==> config.mk <==
export PLATFORM = sky130hd
export DESIGN_NAME = obstacle_scheduler
export DESIGN_NICKNAME = d
export VERILOG_FILES = /design/src/rtl/obstacle_scheduler.sv
export SDC_FILE = /design/constraint.sdc
export NUM_CORES = 1
export LEC_CHECK = 0
export ABC_AREA = 1
export CAP_MARGIN = 15
export CORE_AREA = 3 3 169 254
export CTS_BUF_LIST = sky130_fd_sc_hd__clkbuf_8
export DETAILED_ROUTE_END_ITERATION = 8
export DIE_AREA = 0 0 172 257
export GPL_TIMING_DRIVEN = 0
export PLACE_DENSITY = 0.88
export SLEW_MARGIN = 20
export SYNTH_ARGS = -nofsm -noshare
export SYNTH_HDL_FRONTEND = slang
export SYNTH_SLANG_ARGS = --single-unit
==> constraint.sdc <==
create_clock -name clk -period 22.5 [get_ports clk]
set_input_delay 4.5 -clock clk [delete_from_list [all_inputs] [get_ports clk]]
set_output_delay 4.5 -clock clk [all_outputs]
set_load 0.05 [all_outputs]
==> src/rtl/obstacle_scheduler.sv <==
// obstacle_scheduler: obstacle slot allocation, placement, scrolling and pass scoring (optional OBSTACLE_SPEEDUP_EN)
module obstacle_scheduler #(
  parameter int NUM_SLOTS = 10,
  parameter int SPAWN_X = 640,
  parameter int OBS_W = 40,
  parameter int SCROLL_SPEED = 4,
  parameter int FIRST_DELAY = 60,
  parameter int MIN_GAP = 40,
  parameter int UPPER_BOUND = 20,
  parameter int LOWER_BOUND = 460,
  parameter int MIN_H = 40,
  parameter int MAX_H = 160,
  parameter int PLAYER_X_LEFT = 160,
  parameter logic [15:0] LFSR_SEED = 16'hACE1
) (
  input  logic                           clk,
  input  logic                           rst_n,
  input  logic [1:0]                     gamemode,
  output logic [NUM_SLOTS-1:0][9:0]      obstacle_x_left,
  output logic [NUM_SLOTS-1:0][9:0]      obstacle_x_right,
  output logic [NUM_SLOTS-1:0][8:0]      obstacle_y_up,
  output logic [NUM_SLOTS-1:0][8:0]      obstacle_y_down,
  output logic [NUM_SLOTS-1:0]           active,
  output logic [15:0]                    score,
  output logic                           spawn_stall
);
  localparam int IW = $clog2(NUM_SLOTS);
  localparam int CW = $clog2(NUM_SLOTS + 1);
  localparam int TW = 8;
  typedef enum logic [1:0] {CLEAR, RUN, HOLD} mode_e;
  mode_e mode;
  logic [NUM_SLOTS-1:0][9:0] xl_q, xl_d, xr_q, xr_d;
  logic [NUM_SLOTS-1:0][8:0] yu_q, yu_d, yd_q, yd_d;
  logic [NUM_SLOTS-1:0] active_q, active_d, passed_q, passed_d;
  logic [15:0] score_q, score_d, lfsr_q, lfsr_d;
  logic [TW-1:0] timer_q, timer_d;
  logic stall_q, stall_d;
  logic [9:0] speed;
  logic [7:0] h_raw, h;
  logic [CW-1:0] pass_cnt;
  logic [16:0] score_sum;
  logic has_free;
  logic [IW-1:0] free_idx;
`ifdef OBSTACLE_SPEEDUP_EN
  logic [4:0] raw_speed;
  assign raw_speed = 5'(SCROLL_SPEED) + {1'b0, score_q[7:4]};
  assign speed = (raw_speed > 5'd8) ? 10'd8 : 10'(raw_speed);
`else
  assign speed = 10'(SCROLL_SPEED);
`endif
  assign h_raw = 8'(MIN_H) + {1'b0, lfsr_q[6:0]};
  assign h = (h_raw > 8'(MAX_H)) ? 8'(MAX_H) : h_raw;
  assign obstacle_x_left = xl_q;
  assign obstacle_x_right = xr_q;
  assign obstacle_y_up = yu_q;
  assign obstacle_y_down = yd_q;
  assign active = active_q;
  assign score = score_q;
  assign spawn_stall = stall_q;
  // decode the game mode straight from the input so CLEAR/HOLD act on the same edge
  always_comb begin
    mode = (gamemode == 2'b00) ? CLEAR : (gamemode == 2'b01) ? RUN : HOLD;
  end
  // one RUN frame of scroll, free, score and spawn; CLEAR overrides with init values
  always_comb begin
    xl_d = xl_q;
    xr_d = xr_q;
    yu_d = yu_q;
    yd_d = yd_q;
    active_d = active_q;
    passed_d = passed_q;
    timer_d = timer_q;
    stall_d = 1'b0;
    pass_cnt = '0;
    has_free = 1'b0;
    free_idx = '0;
    lfsr_d = lfsr_q[0] ? ((lfsr_q >> 1) ^ 16'hB400) : (lfsr_q >> 1);
    for (int i = NUM_SLOTS - 1; i >= 0; i--) begin
      if (!active_q[i]) begin
        has_free = 1'b1;
        free_idx = IW'(i);
      end
    end
    for (int i = 0; i < NUM_SLOTS; i++) begin
      if (active_q[i]) begin
        if (xr_q[i] <= speed) begin
          xl_d[i] = '0;
          xr_d[i] = '0;
          yu_d[i] = '0;
          yd_d[i] = '0;
          active_d[i] = 1'b0;
          passed_d[i] = 1'b0;
        end else begin
          xr_d[i] = xr_q[i] - speed;
          xl_d[i] = (xl_q[i] < speed) ? '0 : xl_q[i] - speed;
          if (!passed_q[i] && xr_d[i] < 10'(PLAYER_X_LEFT)) begin
            passed_d[i] = 1'b1;
            pass_cnt = pass_cnt + CW'(1);
          end
        end
      end
    end
    if (timer_q != '0) begin
      timer_d = timer_q - TW'(1);
    end else if (has_free) begin
      active_d[free_idx] = 1'b1;
      passed_d[free_idx] = 1'b0;
      xl_d[free_idx] = 10'(SPAWN_X);
      xr_d[free_idx] = 10'(SPAWN_X + OBS_W);
      yu_d[free_idx] = lfsr_q[15] ? 9'(LOWER_BOUND) - {1'b0, h} : 9'(UPPER_BOUND);
      yd_d[free_idx] = lfsr_q[15] ? 9'(LOWER_BOUND) : 9'(UPPER_BOUND) + {1'b0, h};
      timer_d = TW'(MIN_GAP) + {3'b000, lfsr_q[4:0]};
    end else begin
      stall_d = 1'b1;
    end
    score_sum = {1'b0, score_q} + 17'(pass_cnt);
    score_d = score_sum[16] ? 16'hFFFF : score_sum[15:0];
    if (mode == CLEAR) begin
      xl_d = '0;
      xr_d = '0;
      yu_d = '0;
      yd_d = '0;
      active_d = '0;
      passed_d = '0;
      score_d = '0;
      stall_d = 1'b0;
      timer_d = TW'(FIRST_DELAY);
      lfsr_d = LFSR_SEED;
    end
  end
  // state registers: async reset, frozen in HOLD
  always_ff @(posedge clk or negedge rst_n) begin
    if (!rst_n) begin
      xl_q <= '0;
      xr_q <= '0;
      yu_q <= '0;
      yd_q <= '0;
      active_q <= '0;
      passed_q <= '0;
      score_q <= '0;
      stall_q <= 1'b0;
      timer_q <= TW'(FIRST_DELAY);
      lfsr_q <= LFSR_SEED;
    end else if (mode != HOLD) begin
      xl_q <= xl_d;
      xr_q <= xr_d;
      yu_q <= yu_d;
      yd_q <= yd_d;
      active_q <= active_d;
      passed_q <= passed_d;
      score_q <= score_d;
      stall_q <= stall_d;
      timer_q <= timer_d;
      lfsr_q <= lfsr_d;
    end
  end
endmodule

==> flow_summary.json <==
{
  "status": "finished, violations left",
  "violations": "design-rule violations",
  "ys_ff_latch": 441,
  "p_per_area_nw_per_um2": 55.78,
  "ys_warn_count": 0,
  "p_int_w": 0.001210,
  "cts_buffers": 70,
  "die_w_um": 172,
  "rsz0062_at_grt": "false",
  "worstSetupPathType": "reg -> reg",
  "dp_hpwl_um": 76110,
  "stdcell_count": 4146,
  "fin_area_um2": 30760,
  "tightest_slew_ns": 1.311,
  "synth_cell_types": 56,
  "drv_slew": 0,
  "initial_core_util_pct": 59.56,
  "drc": 1,
  "synth-xor-area-share_pct": 4.013,
  "grt-ovfl-total": 0,
  "crit_path_start_kind": "register",
  "area_growth_pct": 26.01,
  "post-route-period-util_pct": 42.15,
  "crit_buf_inv": 7,
  "critical_path.endpoint_type": "register",
  "setup_violations": 0,
  "skew_ns": 0.03068,
  "finish.utilization_pct": 75.05,
  "final_nets": 3627,
  "hp-class": "reg -> reg",
  "cts_root_buffer": "clkbuf_8",
  "seqCellArea_um2": 11050,
  "switching_share_pct": 29.46,
  "die_h_um": 257,
  "wire_per_inst_um": 25.13,
  "io_buffers": 410,
  "multi_input_area_um2": 11320,
  "ctsHtreeMaxLevel": 3,
  "finalHoldWorstSlack_ns": 0.4767,
  "yosysMostFrequentCell": "nand2_1",
  "grt_pass1_vias": 26050,
  "crit_path_max_fanout": 10,
  "dr_total_vias": 26560,
  "arrival_ns": 10.03,
  "slowest_delay_ns": 0.46,
  "synth_fa_ha_area_share_pct": 2.593,
  "p_sw_w": 0.0005056,
  "grt_use_total_pct": 46.33,
  "cts_hold_buf": 0,
  "max_slew_margin_pct": 12.61,
  "synth_nets": 3140,
  "drive_gt1_share_pct": 6.891,
  "numPlacedInstances": 4012,
  "fp.coreArea_um2": 40990,
  "routed_via_density": 6.407,
  "rows": 91,
  "crit_top_cell": "nand2_1",
  "yosys.area_share.simple_pct": 19.43,
  "synth_edf_count": 0,
  "globalplace.congestion": 0.9813,
  "clk_pin_slew_worst_paths_ns": 0.07,
  "nFillCells": 3070,
  "synth_ff_type": "dfrtp_1",
  "synth_top_area_share_pct": 43.97,
  "cts_tree": "yes",
  "grt_max_degree": 102,
  "synth.largest_area_cell": "dfrtp_1",
  "wl_um": 104200,
  "synth.cell_area_um2": 24410,
  "synth-compound-area-share_pct": 20.27,
  "drt_first_pass_iters": 9,
  "synth.yosys.seq_area_share_pct": 45.26,
  "clk_latency_ns": 0.68,
  "post-cts-setup-buffer-count": 0,
  "dieArea_um2": 44200,
  "hold_viol": 0,
  "max_cap_violations": 0,
  "path_delay_family": "simple AND/OR/NAND/NOR gates",
  "synthMuxAreaShare_pct": 0,
  "grt_pass1_wl_um": 154600,
  "peakVddDrop_mv": 0.04776,
  "max_freq_ghz": 0.1054,
  "seqPwrFrac_pct": 47.3,
  "p_leak_nw": 13.76,
  "p_clk_share_pct": 42.9,
  "avgSynthCellArea_um2": 7.911,
  "dp_slack_ns": 13.37,
  "worst-endpoint-required_ns": 23.05,
  "p_comb_share_pct": 9.8,
  "min_period_ns": 9.483,
  "clock-sinks": 441,
  "synth_top_family_by_area": "compound AO/OA/AOI/OAI gates",
  "syn_inst": 3086,
  "place_area_um2": 29300,
  "design.portCount": 411,
  "synth_area_leaders": "dfrtp_1 44%, o21ai_0 10%, nand2_1 7.7%",
  "first_iter_violations": 3095,
  "slowest_stage": "fa_1",
  "setup_ws_ns": 13.02,
  "cts_buffer_depth": 3,
  "antenna_left": 0,
  "ys_top_cells_by_count": "498 x nand2_1, 496 x o21ai_0, 429 x dfrtp_1, 416 x inv_1, 274 x nor2_1",
  "cts_resized": 0,
  "synth-async-reset-ratio_pct": 100.0,
  "antenna_found_initial": 7
}
[power groups by stage]
stage	Combinational, W	Clock (W)	Sequential [W]
floorplan	0.0000662	0	0.000830
global placement	0.000153	0	0.000827
detailed placement	0.000159	0	0.000825
CTS	0.000160	0.000727	0.000811
global route	0.000174	0.000762	0.000811
finish	0.000168	0.000736	0.000811
[metrics by stage]
stage | setup TNS [ns] | total power (W)
2_1_floorplan | 0 | 0.0008962
3_3_place_gp | -894.61 | 0.0009796
3_5_place_dp | 0 | 0.0009847
4_1_cts | 0 | 0.001698
5_1_grt | 0 | 0.001747
6_report | 0 | 0.001716
[state kept, by name (all words and copies together) (netlist names)]
signal and count:
spawn_stall 1, timer_q 8, score 16, obstacle_y_down 90
active 10, obstacle_x_right 100, lfsr_q 16, obstacle_y_up 90
passed_q 10, obstacle_x_left 100
[kinds of logic after synthesis]
logic type / Yosys count
buffers and inverters: 547
AND/OR/NAND/NOR: 1058
flip-flops: 441
XOR/XNOR: 111
AO/OA/AOI/OAI: 879
adder cells (fa/ha/maj): 50
[placed cells by master, fill, tap and decap left out, drive strengths merged, types with 15 or more instances in the layout]
master | synthesis | routed
a21oi | 116 | 116
inv | 439 | 460
dfrtp | 429 | 429
buf | 10 | 16
nor3 | 40 | 40
nand2 | 533 | 533
o221ai | 15 | 15
a22oi | 24 | 24
clkinv | 5 | 16
nor2 | 293 | 293
o21ai | 502 | 502
clkdlybuf4s50 | 0 | 409
o22ai | 126 | 126
clkbuf | 93 | 181
xor2 | 100 | 100
ha | 49 | 49
nand3 | 140 | 140
nand4 | 31 | 31
[worst reg2reg max path: cells and delay by family (launching register included)]
kind | cells | cell delay [ns]
AO/OA/AOI/OAI | 6 | 1.46
XOR/XNOR | 2 | 0.43
adder cells (fa/ha/maj) | 9 | 2.72
buffers and inverters | 7 | 0.81
flip-flops | 1 | 0.45
AND/OR/NAND/NOR | 23 | 3.47
[final timing paths]
kind	from	endpoint	slack (ns)	cells past startpoint
max reg2reg	obstacle_x_right[12]$_DFFE_PN0P_	score[10]$_DFFE_PN0P_	13.02	47
min in group asynchronous	rst_n	score[2]$_DFFE_PN0P_	3.80	1
min	timer_q[4]$_DFFE_PN1P_	timer_q[4]$_DFFE_PN1P_	0.48	2
min reg2reg	timer_q[4]$_DFFE_PN1P_	timer_q[4]$_DFFE_PN1P_	0.48	2
max in group asynchronous	rst_n	obstacle_x_left[75]$_DFFE_PN0P_	17.26	3
max	obstacle_x_right[12]$_DFFE_PN0P_	score[10]$_DFFE_PN0P_	13.02	47
[final cells by class]
type | count | share of cell area (%)
well taps | 511 | 2.078
inverters | 444 | 5.417
multi-input cells | 2098 | 36.79
repair buffers | 415 | 13.75
clock buffers | 88 | 3.937
flip-flops and latches | 441 | 35.92
clock inverters | 39 | 0.7524
diodes | 7 | 0.05694
plain buffers | 103 | 1.297
[per-layer routing]
metal | track usage, % | up-vias | part of all wire, %
met2 | 73.41 | 2082 | 46
met1 | 53.49 | 12590 | 33
li1 | - | 11290 | -
met3 | 12.03 | 605 | 12
met4 | 34.47 | 2 | 9.4
met5 | 0 | - | 0.023
(Power assumes the default switching activity.)
